`config.mk`:
```
export PLATFORM = sky130hd
export DESIGN_NAME = noc_address_demap_ctrl
export DESIGN_NICKNAME = d
export VERILOG_FILES = /design/src/rtl/noc_address_demap_ctrl_pkg.sv /design/src/rtl/noc_address_demap_ctrl_address_demap.sv /design/src/rtl/noc_address_demap_ctrl.sv
export SDC_FILE = /design/constraint.sdc
export NUM_CORES = 1
export LEC_CHECK = 0
export BUFFER_PORTS_ARGS = -buffer_cell sky130_fd_sc_hd__buf_2
export CAP_MARGIN = 10
export CORE_AREA = 2 2 107 109
export CTS_CLUSTER_DIAMETER = 40
export DETAILED_ROUTE_END_ITERATION = 16
export DIE_AREA = 0 0 109 111
export PLACE_DENSITY = 0.79
export SETUP_SLACK_MARGIN = 0.05
export SYNTH_ARGS = -nofsm -noshare
export SYNTH_HDL_FRONTEND = slang
export SYNTH_HIERARCHICAL = 1
export SYNTH_SLANG_ARGS = --single-unit
```
`constraint.sdc`:
```
create_clock -name CLK -period 4 [get_ports CLK]
set_input_delay 0.2 -clock CLK [delete_from_list [all_inputs] [get_ports CLK]]
set_output_delay 0.2 -clock CLK [all_outputs]
set_load 0.1 [all_outputs]
```
`src/rtl/noc_address_demap_ctrl_pkg.sv`:
```
// Shared types for the NoC address demapper: controller state codes, request
// packet type codes and the value returned when a remote request times out.
// Packet layout (default widths, LSB first): data[31:0], offset[41:32],
// dst[45:42], src[49:46], type[50]. Reply layout: data[31:0], src[35:32].
package noc_address_demap_ctrl_pkg;

    typedef enum logic [2:0] {
        ST_IDLE     = 3'd0,
        ST_LOCAL    = 3'd1,
        ST_NOC_SEND = 3'd2,
        ST_NOC_WAIT = 3'd3,
        ST_DONE     = 3'd4
    } state_e;

    typedef enum logic {
        PKT_READ  = 1'b0,
        PKT_WRITE = 1'b1
    } pkt_type_e;

    localparam int          TIMEOUT_CNT_W    = 16;
    localparam logic [31:0] TIMEOUT_READDATA = 32'hDEAD_BEEF;

endpackage

```
`src/rtl/noc_address_demap_ctrl_address_demap.sv`:
```
// Combinational split of a global CPU address into {destination node, local
// offset}, plus a bad-request flag for out-of-map addresses or a request that
// asserts read and write together.
module noc_address_demap_ctrl_address_demap #(
    parameter int NODE_BITS   = 4,
    parameter int OFFSET_BITS = 10,
    parameter int ADDR_W      = 32
) (
    input  logic [ADDR_W-1:0]      address_i,
    input  logic                   read_i,
    input  logic                   write_i,
    output logic [NODE_BITS-1:0]   dst_o,
    output logic [OFFSET_BITS-1:0] off_o,
    output logic                   bad_o
);

    // Field extraction and bad-request detection.
    always_comb begin
        dst_o = address_i[OFFSET_BITS +: NODE_BITS];
        off_o = address_i[OFFSET_BITS-1:0];
        bad_o = (|address_i[ADDR_W-1:OFFSET_BITS+NODE_BITS]) | (read_i & write_i);
    end

endmodule

```
`src/rtl/noc_address_demap_ctrl.sv`:
```
// CPU-side address demapper: local accesses go to this node's data memory,
// remote accesses become NoC request packets and wait for a matching reply.
// Optional feature macro: REMOTE_TIMEOUT_EN (bounds the wait for a reply).
module noc_address_demap_ctrl
    import noc_address_demap_ctrl_pkg::*;
#(
    parameter int NODE_BITS      = 4,
    parameter int OFFSET_BITS    = 10,
    parameter int DATA_W         = 32,
    parameter int TIMEOUT_CYCLES = 256
) (
    input  logic                                       CLK,
    input  logic                                       RESETN,
    input  logic [NODE_BITS-1:0]                       NODEADDRESS,
    input  logic                                       CPU_READ,
    input  logic                                       CPU_WRITE,
    input  logic [31:0]                                CPU_ADDRESS,
    input  logic [DATA_W-1:0]                          CPU_WRITEDATA,
    output logic [DATA_W-1:0]                          CPU_READDATA,
    output logic                                       CPU_BUSYWAIT,
    output logic                                       CPU_ERROR,
    output logic                                       LMEM_READ,
    output logic                                       LMEM_WRITE,
    output logic [OFFSET_BITS-1:0]                     LMEM_ADDRESS,
    output logic [DATA_W-1:0]                          LMEM_WRITEDATA,
    input  logic [DATA_W-1:0]                          LMEM_READDATA,
    input  logic                                       LMEM_BUSYWAIT,
    output logic                                       TX_VALID,
    input  logic                                       TX_READY,
    output logic [2*NODE_BITS+OFFSET_BITS+DATA_W:0]    TX_PACKET,
    input  logic                                       RX_VALID,
    output logic                                       RX_READY,
    input  logic [NODE_BITS+DATA_W-1:0]                RX_PACKET
);

    logic [NODE_BITS-1:0]   dec_dst_s;
    logic [OFFSET_BITS-1:0] dec_off_s;
    logic                   dec_bad_s;
    logic                   req_s;
    logic                   rx_match_s;

    state_e                 state_q,  state_d;
    pkt_type_e              op_q,     op_d;
    logic [NODE_BITS-1:0]   dst_q,    dst_d;
    logic [NODE_BITS-1:0]   src_q,    src_d;
    logic [OFFSET_BITS-1:0] off_q,    off_d;
    logic [DATA_W-1:0]      wdata_q,  wdata_d;
    logic [DATA_W-1:0]      rdata_q,  rdata_d;
    logic                   err_q,    err_d;
`ifdef REMOTE_TIMEOUT_EN
    logic [TIMEOUT_CNT_W-1:0] cnt_q,  cnt_d;
`endif

    noc_address_demap_ctrl_address_demap #(
        .NODE_BITS   (NODE_BITS),
        .OFFSET_BITS (OFFSET_BITS),
        .ADDR_W      (32)
    ) u_address_demap (
        .address_i (CPU_ADDRESS),
        .read_i    (CPU_READ),
        .write_i   (CPU_WRITE),
        .dst_o     (dec_dst_s),
        .off_o     (dec_off_s),
        .bad_o     (dec_bad_s)
    );

    // Request present and reply-source qualification.
    always_comb begin
        req_s      = CPU_READ | CPU_WRITE;
        rx_match_s = RX_VALID & (RX_PACKET[DATA_W +: NODE_BITS] == dst_q);
    end

    // Next-state and capture-register logic of the transaction FSM.
    always_comb begin
        state_d = state_q;
        op_d    = op_q;
        dst_d   = dst_q;
        src_d   = src_q;
        off_d   = off_q;
        wdata_d = wdata_q;
        rdata_d = rdata_q;
        err_d   = err_q;
`ifdef REMOTE_TIMEOUT_EN
        cnt_d   = cnt_q;
`endif
        case (state_q)
            ST_IDLE: begin
                if (req_s) begin
                    op_d    = CPU_WRITE ? PKT_WRITE : PKT_READ;
                    dst_d   = dec_dst_s;
                    src_d   = NODEADDRESS;
                    off_d   = dec_off_s;
                    wdata_d = CPU_WRITEDATA;
                    rdata_d = {DATA_W{1'b0}};
                    if (dec_bad_s) begin
                        err_d   = 1'b1;
                        state_d = ST_DONE;
                    end else if (dec_dst_s == NODEADDRESS) begin
                        err_d   = 1'b0;
                        state_d = ST_LOCAL;
                    end else begin
                        err_d   = 1'b0;
                        state_d = ST_NOC_SEND;
                    end
                end else begin
                    state_d = ST_IDLE;
                end
            end
            ST_LOCAL: begin
                if (!LMEM_BUSYWAIT) begin
                    rdata_d = (op_q == PKT_READ) ? LMEM_READDATA : {DATA_W{1'b0}};
                    state_d = ST_DONE;
                end else begin
                    state_d = ST_LOCAL;
                end
            end
            ST_NOC_SEND: begin
                if (TX_READY) begin
                    state_d = ST_NOC_WAIT;
`ifdef REMOTE_TIMEOUT_EN
                    cnt_d   = {TIMEOUT_CNT_W{1'b0}};
`endif
                end else begin
                    state_d = ST_NOC_SEND;
                end
            end
            ST_NOC_WAIT: begin
                // Replies from other nodes are consumed (RX_READY=1) and dropped.
                if (rx_match_s) begin
                    rdata_d = (op_q == PKT_READ) ? RX_PACKET[DATA_W-1:0] : {DATA_W{1'b0}};
                    state_d = ST_DONE;
`ifdef REMOTE_TIMEOUT_EN
                end else if (cnt_q == TIMEOUT_CNT_W'(TIMEOUT_CYCLES - 1)) begin
                    rdata_d = DATA_W'(TIMEOUT_READDATA);
                    err_d   = 1'b1;
                    state_d = ST_DONE;
                end else begin
                    cnt_d   = cnt_q + 16'd1;
                    state_d = ST_NOC_WAIT;
`else
                end else begin
                    state_d = ST_NOC_WAIT;
`endif
                end
            end
            ST_DONE: begin
                rdata_d = {DATA_W{1'b0}};
                err_d   = 1'b0;
                state_d = ST_IDLE;
            end
            default: begin
                state_d = ST_IDLE;
            end
        endcase
    end

    // State and capture registers; reset abandons any in-flight transaction.
    always_ff @(posedge CLK or negedge RESETN) begin
        if (!RESETN) begin
            state_q <= ST_IDLE;
            op_q    <= PKT_READ;
            dst_q   <= {NODE_BITS{1'b0}};
            src_q   <= {NODE_BITS{1'b0}};
            off_q   <= {OFFSET_BITS{1'b0}};
            wdata_q <= {DATA_W{1'b0}};
            rdata_q <= {DATA_W{1'b0}};
            err_q   <= 1'b0;
`ifdef REMOTE_TIMEOUT_EN
            cnt_q   <= {TIMEOUT_CNT_W{1'b0}};
`endif
        end else begin
            state_q <= state_d;
            op_q    <= op_d;
            dst_q   <= dst_d;
            src_q   <= src_d;
            off_q   <= off_d;
            wdata_q <= wdata_d;
            rdata_q <= rdata_d;
            err_q   <= err_d;
`ifdef REMOTE_TIMEOUT_EN
            cnt_q   <= cnt_d;
`endif
        end
    end

    // Output decode from state and captured request; BUSYWAIT in IDLE is
    // combinational so the CPU stalls in the same cycle it issues a request.
    always_comb begin
        CPU_READDATA   = {DATA_W{1'b0}};
        CPU_BUSYWAIT   = 1'b0;
        CPU_ERROR      = 1'b0;
        LMEM_READ      = 1'b0;
        LMEM_WRITE     = 1'b0;
        LMEM_ADDRESS   = {OFFSET_BITS{1'b0}};
        LMEM_WRITEDATA = {DATA_W{1'b0}};
        TX_VALID       = 1'b0;
        TX_PACKET      = {(2*NODE_BITS+OFFSET_BITS+DATA_W+1){1'b0}};
        RX_READY       = 1'b0;
        case (state_q)
            ST_IDLE: begin
                CPU_BUSYWAIT = RESETN & req_s;
            end
            ST_LOCAL: begin
                CPU_BUSYWAIT   = 1'b1;
                LMEM_READ      = (op_q == PKT_READ);
                LMEM_WRITE     = (op_q == PKT_WRITE);
                LMEM_ADDRESS   = off_q;
                LMEM_WRITEDATA = wdata_q;
            end
            ST_NOC_SEND: begin
                CPU_BUSYWAIT = 1'b1;
                TX_VALID     = 1'b1;
                TX_PACKET    = {op_q, src_q, dst_q, off_q, wdata_q};
            end
            ST_NOC_WAIT: begin
                CPU_BUSYWAIT = 1'b1;
                RX_READY     = 1'b1;
            end
            ST_DONE: begin
                CPU_READDATA = rdata_q;
                CPU_ERROR    = err_q;
            end
            default: begin
                CPU_BUSYWAIT = 1'b0;
            end
        endcase
    end

endmodule
```
== Word level (Yosys, flattened, before mapping) ==
Index checks and enable logic that the tools add are counted.

* Add/subtract/negate cells: 0
* Multiply operators: 0
* Div/mod/pow operators: 0
* $lt $le $gt $ge: 0
* Equality and inequality tests: 9
* Shift-type cells: 0
* Muxes and demuxes: 27
* Bitwise gates (word level): 6
* Reduce and logical (&&, ||, !) cells: 8

{| class="wikitable"
|+ Operators by type and width
! kind !! count
|-
| $mux 32 || 7
|-
| $pmux 32 s4 || 1
|-
| $mux 51 || 1
|-
| $reduce_or 18->1 || 1
|-
| $mux 3 || 4
|-
| $pmux 3 s4 || 1
|-
| $mux 10 || 1
|-
| $mux 1 || 9
|-
| $eq 4x4->1 || 2
|-
| $eq 3x2->1 const B || 2
|-
| $ne 2x2->1 const B || 3
|-
| $pmux 1 s2 || 2
|-
| $reduce_and 2->1 || 2
|-
| $reduce_and 4->1 || 1
|-
| $reduce_bool 4->1 || 1
|-
| $and 1x1->1 || 3
|-
| $eq 3x1->1 const B || 1
|-
| $eq 3x3->1 const B || 1
|-
| $logic_not 3->1 || 1
|-
| $reduce_or 3->1 || 1
|-
| $mux 2 || 1
|-
| $or 1x1->1 || 2
|-
| $reduce_bool 2->1 || 1
|-
| $not 1->1 || 1
|}

* Register bits after elaboration: 87
* Latch bits: 0
* Bits in writable memories: 0
* ROM bits: 0
* Input bits: 143
* Output and inout port bits: 131
* Logic and storage cells: 58
* Memories: 0

== Depth between registers and ports, before layout ==
* Word-level depth: 5
* Gate-level depth with buffers: 6
* Mapped depth without buffers: 5

== Hierarchy ==
Netlist, hierarchy kept.

{| class="wikitable"
|+ By module, submodules not included
! module !! instances !! cells an instance !! area each (um^2) !! seq. area each (um^2)
|-
| noc_address_demap_ctrl || 1 || 507 || 4767.1 || 2177.1
|-
| noc_address_demap_ctrl_address_demap || 1 || 20 || 152.6 || 0.0
|}

== Worst setup path after synthesis ==
OpenSTA, ideal clock, no wires.

* Path type: reg-to-output
* From: register state_q[2]
* To: output port TX_PACKET[41]
* Arrival: 2815 ps
* Required time: 3800 ps
* Slack: 985 ps
* Stages on the path, launching flop included: 5
* Buffers on the path: 2
* Cells stage by stage: dfrtp_1 clkbuf_1 nor3b_2 clkbuf_1 and2_1

* Word-level cells in the longest chain between the ends: 2

{| class="wikitable"
|+ RTL lines
! what !! RTL line !! source
|-
| start: declaration || noc_address_demap_ctrl.sv:42 || <nowiki>state_e state_q, state_d;</nowiki>
|-
| start signal: assignment || noc_address_demap_ctrl.sv:172 || <nowiki>state_q <= state_d;</nowiki>
|-
| $eq 3x2->1 || noc_address_demap_ctrl.sv:199 || <nowiki>case (state_q)</nowiki>
|-
| $mux 51 || noc_address_demap_ctrl.sv:199 ||
|-
| end: declaration || noc_address_demap_ctrl.sv:30 || <nowiki>output logic [2*NODE_BITS+OFFSET_BITS+DATA_W:0] TX_PACKET,</nowiki>
|}

No other way between the ends.

== Worst setup path in the final report ==
* From: register state_q[2]
* To: output port TX_PACKET[13]

Same word-level chain as after synthesis.

==> flow_summary.json <==
{
  "hold-path-endpoint": "off_q[0]$_DFFE_PN0P_",
  "final_cell_mix": "buf_2 (272), nand2_1 (153), and2_1 (94)",
  "min-delay-start": "CPU_ADDRESS[0]",
  "whs_ns": 0.0536,
  "hold_violations": 0,
  "cts_buffer_depth": 2,
  "routed_wl_um": 14300,
  "cellLeakagePower_nw": 4.04,
  "cts_tree": "built",
  "gp_congestion": 0.904,
  "cts.clk_slew.worst_paths_ns": 0.06,
  "finalCriticalPeriod_ns": 3.19,
  "ys_warn_count": 6,
  "startpoint_type": "register",
  "die_h_um": 111,
  "cp_max_fo": 42,
  "finClkSkew_ns": 0.00883,
  "num-nets-final": 913,
  "peakVddDrop_v": 0.000207,
  "dpl_cell_area_um2": 6270,
  "synth.avg_cell_area_um2": 9.34,
  "diodes": 0,
  "synth_cell_types": 39,
  "cts_setup_buffers": 0,
  "p_total_mw": 2.24,
  "io_pins": 274,
  "fillers": 977,
  "cts-htree-levels": 3,
  "fmax_mhz": 314,
  "core_um2": 11100,
  "clock_sinks": 87,
  "rsz0062_at_grt": "no",
  "die_x_um": 109,
  "clk_latency_ns": 0.33,
  "hpwl_um": 10700,
  "setup_tns_ns": 0,
  "critPathRequiredTime_ns": 3.80,
  "rows": 39,
  "grt_max_degree": 46,
  "grt_first_pass_wirelength_um": 22500,
  "initial_core_util_pct": 44.4,
  "worst-setup-path-type": "register to primary output",
  "first_pass_iters": 4,
  "wl_per_cell_um": 15.5,
  "ant_nets": 0,
  "p_per_area_nw_per_um2": 340,
  "endpoint_kind": "primary output",
  "arrival_ns": 2.99,
  "dieArea_um2": 12100,
  "r2r-start": "state_q[2]$_DFF_PN0_",
  "reg2regPathDepth": 5,
  "syn_area_um2": 4920,
  "track_usage_pct": 23.6,
  "cts_resized": 0,
  "slew_violations": 0,
  "drt-initial-drc-count": 243,
  "drc": 0,
  "outcome": "finished clean",
  "cts_inserted_buffers": 9,
  "reg2reg_slack_ns": 1.22,
  "grt_pass1_vias": 4582,
  "ys_ff_latch": 87,
  "postLayoutCellArea_um2": 6600,
  "final_common_cell": "buf_2",
  "tightest_slew_ns": 1.14,
  "drive_above_1_share_pct": 43.2,
  "yosysSeqAreaShare_pct": 44.3,
  "cts_root_buffer": "clkbuf_16",
  "r2r_end": "rdata_q[0]$_DFFE_PN0P_",
  "vias": 4584,
  "syn-num-nets": 670,
  "cts_hold_buf": 1,
  "io_buffers": 273,
  "avgViaCountPerCell": 4.99,
  "max_slew_margin_pct": 24.2,
  "syn_to_final_growth_pct": 34.1,
  "synth_cells": 527,
  "hp-class": "input pin to register",
  "cap_violations": 0,
  "whs_path_depth": 3,
  "antenna_found_initial": 0,
  "setup_viol": 0,
  "grt.overflow.total": 0,
  "period_share_pct": 79.7
}
## how the worst max path moves through the flow
stage,startpoint,end,slack (ns),cells past startpoint
detailed placement,state_q[2]$_DFF_PN0_,TX_PACKET[13],1.17,4
global placement,state_q[2]$_DFF_PN0_,TX_PACKET[14],1.25,4
floorplan,state_q[2]$_DFF_PN0_,TX_PACKET[41],0.98,4
CTS,state_q[2]$_DFF_PN0_,TX_PACKET[13],0.79,4
global route,state_q[2]$_DFF_PN0_,TX_PACKET[13],0.58,4
finish,state_q[2]$_DFF_PN0_,TX_PACKET[13],0.81,4
## Yosys cell counts (all sizes together)
cell type	count	share of area, %
and3	34	4.3
xnor2	4	0.71
nand3	1	0.10
nand2	153	12
or3b	1	0.18
a31oi	2	0.25
xor2	4	0.71
a211o	1	0.18
nor3b	2	0.41
a21oi	2	0.20
nor2	4	0.51
dfrtp	87	44
o21a	1	0.15
or3	2	0.25
nand2b	1	0.13
nand3b	1	0.15
buf	25	3.8
a2111oi	1	0.31
a22oi	1	0.15
clkbuf	25	1.9
or4	1	0.15
o21ai	2	0.20
nor3	3	0.53
mux2	32	9.6
a22o	34	6.1
o221ai	1	0.18
nand4	1	0.13
and2	94	12
a32oi	1	0.18
inv	2	0.15
nor4	4	0.51
## area by class of cell
| cell class | instances | area (um2) | area share (%) |
|---|---|---|---|
| Timing Repair Buffer | 282 | 1450 | 21.9 |
| Multi-Input combinational cell | 388 | 2480 | 37.6 |
| Inverter | 2 | 7.51 | 0.114 |
| Sequential cell | 87 | 2180 | 33.0 |
| Clock buffer | 12 | 236 | 3.58 |
| Clock inverter | 4 | 70.1 | 1.06 |
| Tap cell | 143 | 179 | 2.71 |
## per-layer routing
layer | routed length, um | global-route usage [%] | share of wire [%]
met1 | 5900 | 29.7 | 41
met5 | 0 | 0 | 0
met4 | 217 | 7.26 | 1.5
met2 | 7220 | 40.6 | 51
met3 | 931 | 4.47 | 6.5
## worst max-delay path, stage by stage (launching register included)
cell,delay (ns)
dfrtp_1,0.81
nor3b_4,0.83
buf_4,0.39
and2_1,0.18
buf_2,0.43
## sequential cells by signal (all words and copies together), names as in the netlist
name     cells
err_q        1
src_q        4
off_q       10
op_q         1
rdata_q     32
dst_q        4
wdata_q     32
state_q      3
## kinds of logic after synthesis
logic type | synth area share, %
simple gates | 31.0
buf+inv | 5.85
flops | 44.3
compound gates | 7.86
mux | 9.61
xor+xnor | 1.42
## power breakdown
part	leakage, nW	switching (mW)	internal [mW]
Combinational	2.77	0.175	0.125
Clock	0.151	0.323	0.546
Sequential	1.12	0.0946	0.980
## stage by stage
stage                     worst slack [ns]  instances  util [%]
after floorplan                      0.985        527         -
after detailed placement              1.17        900      56.6
final                                0.813        918      59.6
after global routing                 0.580        918      59.6
after CTS                            0.788        917      59.4
after global placement                1.25        900      56.6
Power figures use the tool's default switching activity.
